`src/rtl/log_dump_ctrl_pkg.sv`:
```
// Shared definitions for the log memory dump controller.
package log_dump_ctrl_pkg;

  typedef enum logic [2:0] {
    StIdle  = 3'd0,
    StArm   = 3'd1,
    StWait  = 3'd2,
    StLatch = 3'd3,
    StSend  = 3'd4,
    StDone  = 3'd5
  } state_e;

  localparam int unsigned BYTES_PER_WORD = 4;

endpackage

```
`src/rtl/word_serializer.sv`:
```
// Holds one log word and presents it a byte at a time, MSB first.
module word_serializer
  import log_dump_ctrl_pkg::*;
(
  input  logic                          clk,
  input  logic                          rst_n,
  input  logic                          load,
  input  logic                          advance,
  input  logic [8*BYTES_PER_WORD-1:0]   word,
  output logic [7:0]                    tx_data,
  output logic                          last
);

  logic [8*BYTES_PER_WORD-1:0] shift_q;
  logic [1:0]                  idx_q;

  always_ff @(posedge clk or negedge rst_n) begin
    if (!rst_n) begin
      shift_q <= '0;
      idx_q   <= '0;
    end else if (load) begin
      shift_q <= word;
      idx_q   <= '0;
    end else if (advance) begin
      shift_q <= {shift_q[8*BYTES_PER_WORD-9:0], 8'h00};
      idx_q   <= idx_q + 2'd1;
    end
  end

  assign tx_data = shift_q[8*BYTES_PER_WORD-1 -: 8];
  assign last    = (idx_q == 2'(BYTES_PER_WORD - 1));

endmodule

```
`src/rtl/log_dump_ctrl.sv`:
```
// Sweeps the full log memory and streams every word out as four bytes.
module log_dump_ctrl
  import log_dump_ctrl_pkg::*;
#(
  parameter int unsigned BRAM_ADDR_WIDTH = 15,
  parameter int unsigned BRAM_DATA_WIDTH = 16,
  parameter int unsigned NUM_WORDS       = 2**BRAM_ADDR_WIDTH,
  parameter int unsigned RD_LATENCY      = 1
) (
  input  logic                         clk,
  input  logic                         i_rst_n,
  input  logic                         i_dump_start,
  input  logic                         i_abort,
  input  logic                         i_mem_full,
  input  logic [2*BRAM_DATA_WIDTH-1:0] i_data_log_from_mem,
  output logic                         o_read_log,
  output logic [BRAM_ADDR_WIDTH-1:0]   o_addr_log_to_mem,
  output logic [7:0]                   o_tx_data,
  output logic                         o_tx_valid,
  input  logic                         i_tx_ready,
  output logic                         o_busy,
  output logic                         o_done
);

  localparam int unsigned LatW = $clog2(RD_LATENCY + 1);
  localparam logic [BRAM_ADDR_WIDTH-1:0] LastAddr = BRAM_ADDR_WIDTH'(NUM_WORDS - 1);
  localparam logic [LatW-1:0] LatLast = LatW'(RD_LATENCY - 1);

  state_e                     state_q, state_d;
  logic [BRAM_ADDR_WIDTH-1:0] addr_q, addr_d;
  logic [LatW-1:0]            lat_q, lat_d;
  logic                       abort_q, abort_d;

  logic       stop_req, hs, last_byte;
  logic [7:0] ser_data;

  // Losing the full flag mid-dump is handled exactly like an abort.
  assign stop_req = i_abort | ~i_mem_full;
  assign hs       = (state_q == StSend) & i_tx_ready;

  always_comb begin
    state_d = state_q;
    addr_d  = addr_q;
    lat_d   = lat_q;
    abort_d = abort_q;
    unique case (state_q)
      StIdle: begin
        if (i_dump_start && i_mem_full) state_d = StArm;
      end
      StArm: begin
        state_d = stop_req ? StIdle : StWait;
        lat_d   = '0;
      end
      StWait: begin
        if (stop_req) begin
          state_d = StIdle;
        end else if (lat_q == LatLast) begin
          state_d = StLatch;
        end else begin
          lat_d = lat_q + LatW'(1);
        end
      end
      StLatch: begin
        state_d = stop_req ? StIdle : StSend;
      end
      StSend: begin
        // An abort here only takes effect once the pending byte is accepted.
        if (stop_req) abort_d = 1'b1;
        if (hs) begin
          if (abort_q || stop_req) begin
            state_d = StIdle;
          end else if (last_byte) begin
            lat_d = '0;
            if (addr_q == LastAddr) begin
              state_d = StDone;
            end else begin
              addr_d  = addr_q + BRAM_ADDR_WIDTH'(1);
              state_d = StWait;
            end
          end
        end
      end
      StDone: begin
        state_d = StIdle;
      end
      default: state_d = StIdle;
    endcase
    if (state_d == StIdle || state_d == StDone) begin
      addr_d  = '0;
      lat_d   = '0;
      abort_d = 1'b0;
    end
  end

  always_ff @(posedge clk or negedge i_rst_n) begin
    if (!i_rst_n) begin
      state_q <= StIdle;
      addr_q  <= '0;
      lat_q   <= '0;
      abort_q <= 1'b0;
    end else begin
      state_q <= state_d;
      addr_q  <= addr_d;
      lat_q   <= lat_d;
      abort_q <= abort_d;
    end
  end

  word_serializer u_ser (
    .clk     (clk),
    .rst_n   (i_rst_n),
    .load    (state_q == StLatch),
    .advance (hs),
    .word    (i_data_log_from_mem),
    .tx_data (ser_data),
    .last    (last_byte)
  );

  assign o_busy            = state_q inside {StArm, StWait, StLatch, StSend};
  assign o_read_log        = o_busy;
  assign o_tx_valid        = (state_q == StSend);
  assign o_tx_data         = o_tx_valid ? ser_data : 8'h00;
  assign o_done            = (state_q == StDone);
  assign o_addr_log_to_mem = addr_q;

endmodule

```
`config.mk`:
```
export PLATFORM = sky130hd
export DESIGN_NAME = log_dump_ctrl
export DESIGN_NICKNAME = d
export VERILOG_FILES = /design/src/rtl/log_dump_ctrl_pkg.sv /design/src/rtl/word_serializer.sv /design/src/rtl/log_dump_ctrl.sv
export SDC_FILE = /design/constraint.sdc
export NUM_CORES = 1
export LEC_CHECK = 0
export ABC_AREA = 1
export CAP_MARGIN = 20
export CORE_MARGIN = 1
export CORE_UTILIZATION = 36
export DETAILED_ROUTE_END_ITERATION = 8
export GPL_TIMING_DRIVEN = 1
export PLACE_DENSITY = 0.68
export SETUP_SLACK_MARGIN = 0.1
export SYNTH_ARGS = -nofsm -noshare
export SYNTH_HDL_FRONTEND = slang
export SYNTH_HIERARCHICAL = 1
export SYNTH_SLANG_ARGS = --single-unit
```
`constraint.sdc`:
```
create_clock -name clk -period 1.85 [get_ports clk]
set_input_delay 0.37 -clock clk [delete_from_list [all_inputs] [get_ports clk]]
set_output_delay 0.37 -clock clk [all_outputs]
set_load 0.01 [all_outputs]
```
# Yosys cells after proc, flatten, opt, wreduce, memory -nomap -nowiden
# Index checks and enable logic that the tools add are counted.
[word_totals]
regBits = 54
inputBits = 38
output_inout_bits = 27
elab_cells = 72
[classes]
n_addsub = 3
eq_ne = 14
muxes = 31
bitwise_logic = 3
reduce_logical = 15
[op_table]
columns = ["cell", "n"]
rows = [
  ["15-bit two-way mux", 6],
  ["32-bit two-way mux", 2],
  ["3-bit two-way mux", 8],
  ["15-bit by 1-bit adder with 15-bit output, second input constant", 1],
  ["15-bit equality test, second input constant", 1],
  ["3-bit one-hot mux with 5 select lines", 1],
  ["5-bit AND reduction", 2],
  ["2-bit nonzero test", 5],
  ["3-bit equality test, second input constant", 3],
  ["1-bit two-way mux", 9],
  ["8-bit two-way mux", 1],
  ["4-bit nonzero test", 2],
  ["3-bit by 2-bit equality test with 1-bit output, second input constant", 2],
  ["3-bit logical NOT", 2],
  ["2-bit two-way mux", 3],
  ["3-bit by 1-bit != test with 1-bit output, second input constant", 2],
  ["2-bit by 1-bit != test with 1-bit output, second input constant", 2],
  ["3-bit by 1-bit equality test with 1-bit output, second input constant", 1],
  ["3-bit by 2-bit != test with 1-bit output, second input constant", 1],
  ["3-bit != test, second input constant", 1],
  ["1-bit one-hot mux with 3 select lines", 1],
  ["2-bit by 1-bit adder with 2-bit output, second input constant", 1],
  ["2-bit equality test, second input constant", 1],
  ["1-bit logical OR", 2],
  ["other kinds (6)", 6],
]

# Depth between registers and ports, before layout
[depth]
ltp_word = 10
ltp_mapped = 15
ltp_nobuf = 14

# By module
# Netlist, hierarchy kept.
[modules_own_cells]
columns = ["mod", "n_inst", "cells_per_inst", "area_each_um2", "seq_area_each_um2"]
rows = [
  ["word_serializer", 1, 183, 1582.8, 850.8],
  ["log_dump_ctrl", 1, 186, 1356.3, 475.5],
]

# Worst setup path after synthesis
# Ideal clock, no wire load.
[synth_path]
path_kind = "register to register"
start = "reg addr_q[0] (netlist: o_addr_log_to_mem[0])"
end = "reg addr_q[5] (netlist: o_addr_log_to_mem[5])"
setup_time_ns = 0.118
arrival_ns = 1.669
required_time_ns = 1.732
path_slack_ns = 0.063
stages_incl_launch_ff = 14
path_buffers = 1
synth_period_minus_slack_ns = 1.787
cell_sequence = "dfrtp_1 -> ha_1 -> nand3_2 -> nor2_4 -> nand2_2 -> nand2_4 -> nor2_4 -> inv_2 -> nand3_2 -> nor2_2 -> nand2_4 -> buf_6 -> nand3_1 -> nand2_1"
[synth_via]
elab_chain_len = 10
elab_cells_between_ends = 22
classes_between = "1 x add/sub; 4 x eq/ne; 11 x mux; 6 x reduce/logical"
[synth_rtl]
columns = ["item", "line_no", "text"]
rows = [
  ["start, declared", "log_dump_ctrl.sv:30", "logic [BRAM_ADDR_WIDTH-1:0] addr_q, addr_d;"],
  ["start signal, assigned", "log_dump_ctrl.sv:103", "addr_q <= addr_d;"],
  ["15-bit equality test *", "log_dump_ctrl.sv:74", "if (addr_q == LastAddr) begin"],
  ["3-bit two-way mux *", "log_dump_ctrl.sv:74", ""],
  ["3-bit two-way mux *", "log_dump_ctrl.sv:72", "end else if (last_byte) begin"],
  ["3-bit two-way mux *", "log_dump_ctrl.sv:70", "if (abort_q || stop_req) begin"],
  ["3-bit two-way mux *", "log_dump_ctrl.sv:69", "if (hs) begin"],
  ["3-bit one-hot mux with 5 select lines *", "log_dump_ctrl.sv:46", "unique case (state_q)"],
  ["named net state_d[1]", "log_dump_ctrl.sv:29", "state_e state_q, state_d;"],
  ["3-bit equality test / 3-bit logical NOT (equally long branches)", "log_dump_ctrl.sv:88", "if (state_d == StIdle || state_d == StDone) begin"],
  ["1-bit logical OR *", "log_dump_ctrl.sv:88", ""],
  ["2-bit by 1-bit != test with 1-bit output (no source line) / 2-bit nonzero test (equally long branches)", "--", ""],
  ["5-bit AND reduction (no source line)", "--", ""],
]
# Mark *: on every way through the listed nets, which the timed path passes. The rest lies on a longest branch. The select of a mux whose other input is x is not followed.
# A chain may end at the register's enable or synchronous reset.

# Worst setup path after layout
[layout_path]
start = "reg addr_q[1] (netlist: o_addr_log_to_mem[1])"
end = "reg addr_q[6] (netlist: o_addr_log_to_mem[6])"
# Same word-level chain as after synthesis.

==> results.toml <==
[sta]
hold_violations = 0
setup_tns_ns = 0
slew_headroom_pct = 70.4
worst_pin_slew_ns = 0.444
setup_viol = 0
skew_ns = 0.00875
layout_setup_ws_ns = 0.0872
rsz0062_at_grt = "true"
fin_crit_sh_pct = 95.3
fin_crit_ns = 1.76
max_freq_mhz = 567
slew_violations = 0

[cts]
cts_buffers = 5
cts_num_sinks = 53
cts-root-buf = "clkbuf_8"
clockBufferDepth = 2
h-tree-depth = 2
clk_pin_slew_ns = 0.11
tritoncts = "done"
clock_latency_ns = 0.30

[floorplanning]
core_um2 = 7810
die_height_um = 92.4
pin_count = 65
die_w_um = 92.4
die-area_um2 = 8530
rows = 32
start_util_pct = 37.6

[routing]
wl_um = 7170
drtIter0Drc = 162
routed_via_density = 4.77
drc = 0
wire_per_inst_um = 12.9
via_count = 2645
ant_nets = 0
drtPass1Iterations = 4

[synthesis]
ys_seq_elements = 53
syn-instance-count = 369
syn_avg_cell_area_um2 = 7.96
synth_area_leader_cell = "dfrtp_1"
yosysSeqAreaShare_pct = 45.1
yosysWarnings = 6
synth_top_area_share_pct = 45.1
synth.distinct_cells = 27
yosys-top-cells-area = "dfrtp_1 45%, nand2_1 14%, nand3_1 13%, inv_1 3.7%, xor2_1 3.6%"
synth_area_um2 = 2940
synth_fp_nets = 409

[global_routing]
gr-usage-met2_pct = 29.0
busiest_layer = "met2"
grt_max_degree = 54
grt_usage_pct = 16.6
antenna_found_initial = 0
grt_pass1_vias = 2508
grtUsageMet3_pct = 2.46
grt_overflow = 0
grt_pass1_wl_um = 11400
use_met1_pct = 21.5

[worst_setup_path]
critPathSlowestCell = "dfrtp_1"
end_kind = "register"
cp-start-kind = "register"
crit_chain = "ha_4, nand3_4, nor2_4, nand2_2, nand2_4, nor2_4, inv_2, nand3_2, nor2_4, nand2_4, clkbuf_16, nand3_1, nand2_1"
cp_top_family = "simple AND/OR/NAND/NOR gates"
worstPathRequired_ns = 2.05
critPathBufInv = 2
crit_top_cell = "nor2_4"
crit_path_max_fanout = 6
worst-setup-path-type = "reg2reg"
cp_data_arrival_time_ns = 1.96
slowest_delay_ns = 0.41

[place]
gp_congestion = 0.856
placed_cells = 535
pre_cts_ws_ns = -0.228
numPortBuffers = 64
dp_hpwl_um = 4720

[layout]
n_fill_cell = 760
multi_input_area_um2 = 1390
stdcell_count = 555
synthToLayoutAreaGrowth_pct = 38.3
regArea_um2 = 1330
fin_nets = 492
num_antenna_cells = 0
final_layout_size_suffix_gt1_share_pct = 22.5

[power_and_ir_drop]
ir_worst_vdd_v = 0.000400
leakage_nw = 2.13
powerDensity_nw_per_um2 = 621
finalPower_mw = 2.52

[worst_hold_path]
min_path_type = "in2async"

[run_status]
outcome = "completed"

[run]
drv_cap = 0
## synth_stat cells (all sizes together)
cell    number
nor3         6
clkbuf       1
o21ai        2
nand2      118
a21oi        2
dfrtp       53
nand3       80
buf         24
nand4        5
a21boi       1
ha           2
xor2        12
xnor2        3
inv         34
nor4         1
nor2        25
## path summary, 6_finish.rpt
| check | start | cells after the start | slack (ns) | endpoint |
|---|---|---|---|---|
| min reg2reg | u_ser/shift_q[4] | 2 | 0.48 | u_ser/shift_q[4] |
| max | o_addr_log_to_mem[1] | 13 | 0.09 | o_addr_log_to_mem[6] |
| min in group clk | u_ser/shift_q[4] | 2 | 0.48 | u_ser/shift_q[4] |
| min | i_rst_n | 2 | 0.03 | o_addr_log_to_mem[3] |
| max in group asynchronous | i_rst_n | 2 | 1.55 | state_q[2] |
| max reg2reg | o_addr_log_to_mem[1] | 13 | 0.09 | o_addr_log_to_mem[6] |
## cell families after synthesis
kind of cell	Yosys count	share of synthesized area, %
buffers and inverters	59	11.2
adders and majority gates	2	0.851
xor gates and xnor gates	15	4.47
DFF	53	45.1
AOI/OAI and AO/OA	5	0.937
and+or+nand+nor	235	37.4
## state kept, by name, indices dropped and copies added, names as in the netlist
| name | flops |
|---|---|
| u_ser/idx_q | 2 |
| u_ser/shift_q | 32 |
| o_addr_log_to_mem | 15 |
| abort_q | 1 |
| state_q | 3 |
## worst register-to-register path, cell delays in order (launching register included)
cell,delay [ns]
dfrtp_1,0.41
ha_4,0.17
nand3_4,0.10
nor2_4,0.11
nand2_2,0.07
nand2_4,0.08
nor2_4,0.04
inv_2,0.06
nand3_2,0.09
nor2_4,0.13
nand2_4,0.11
clkbuf_16,0.18
nand3_1,0.06
nand2_1,0.05
## stage by stage
stage / utilization (%) / area (µm²) / hold slack, ns
final: 52.1 / 4060 / 0.0286
after global routing: 52.1 / 4060 / 0.0413
after CTS: 49.9 / 3900 / 0.0496
after detailed placement: 48.1 / 3750 / 0.387
after global placement: 48.1 / 3750 / 0.387
after floorplan: - / 2950 / 0.0744
## per-layer routing
metal / vias up / share of wire (%)
li1: 1330 / -
met1: 1258 / 44
met2: 55 / 51
met3: 2 / 3.6
met4: 0 / 0.57
met5: - / 0
## cell type report
| class | instances | area share [%] |
|---|---|---|
| clock buffers | 5 | 1.69 |
| clock inverters | 3 | 0.708 |
| inverters | 34 | 3.20 |
| multi-input cells | 257 | 34.3 |
| flip-flops and latches | 53 | 32.7 |
| well taps | 102 | 3.14 |
| repair buffers | 101 | 24.3 |
## timing repair
action | in CTS | in global routing
buffers inserted | 5 | 4
gates cloned | 0 | 3
endpoints found under the hold margin | 0 | 0
pin swaps | 4 | 17
hold buffers | 0 | 0
resized for setup | 20 | 52
endpoints found under the setup margin | 25 | 39
## layout by cell type (no fill, tap or decap), types with 2 or more instances in the layout
cell type and n:
clkdlybuf4s15_1 2, clkbuf_8 5, clkdlybuf4s50_1 41, dfrtp_2 2, clkbuf_16 2, buf_2 2
nor3_1 5, inv_2 5, nand3_2 11, nand3_1 68, buf_6 2, inv_6 2
nor2_1 16, clkbuf_2 8, nand2_1 106, dfrtp_1 51, buf_4 29, nor2_4 4
dlymetal6s2s_1 10, xor2_1 11, inv_1 28, nand2_4 3, xnor2_1 3, nand2_2 9
nor2_2 4, nand4_1 4, buf_12 4
## report_power, final
group,internal (mW),switching (mW),leakage (nW)
Combinational,0.212,0.189,1.37
Clock,0.287,0.422,0.0511
Sequential,1.32,0.0907,0.711
No activity file was read; power rests on OpenSTA's default activity.
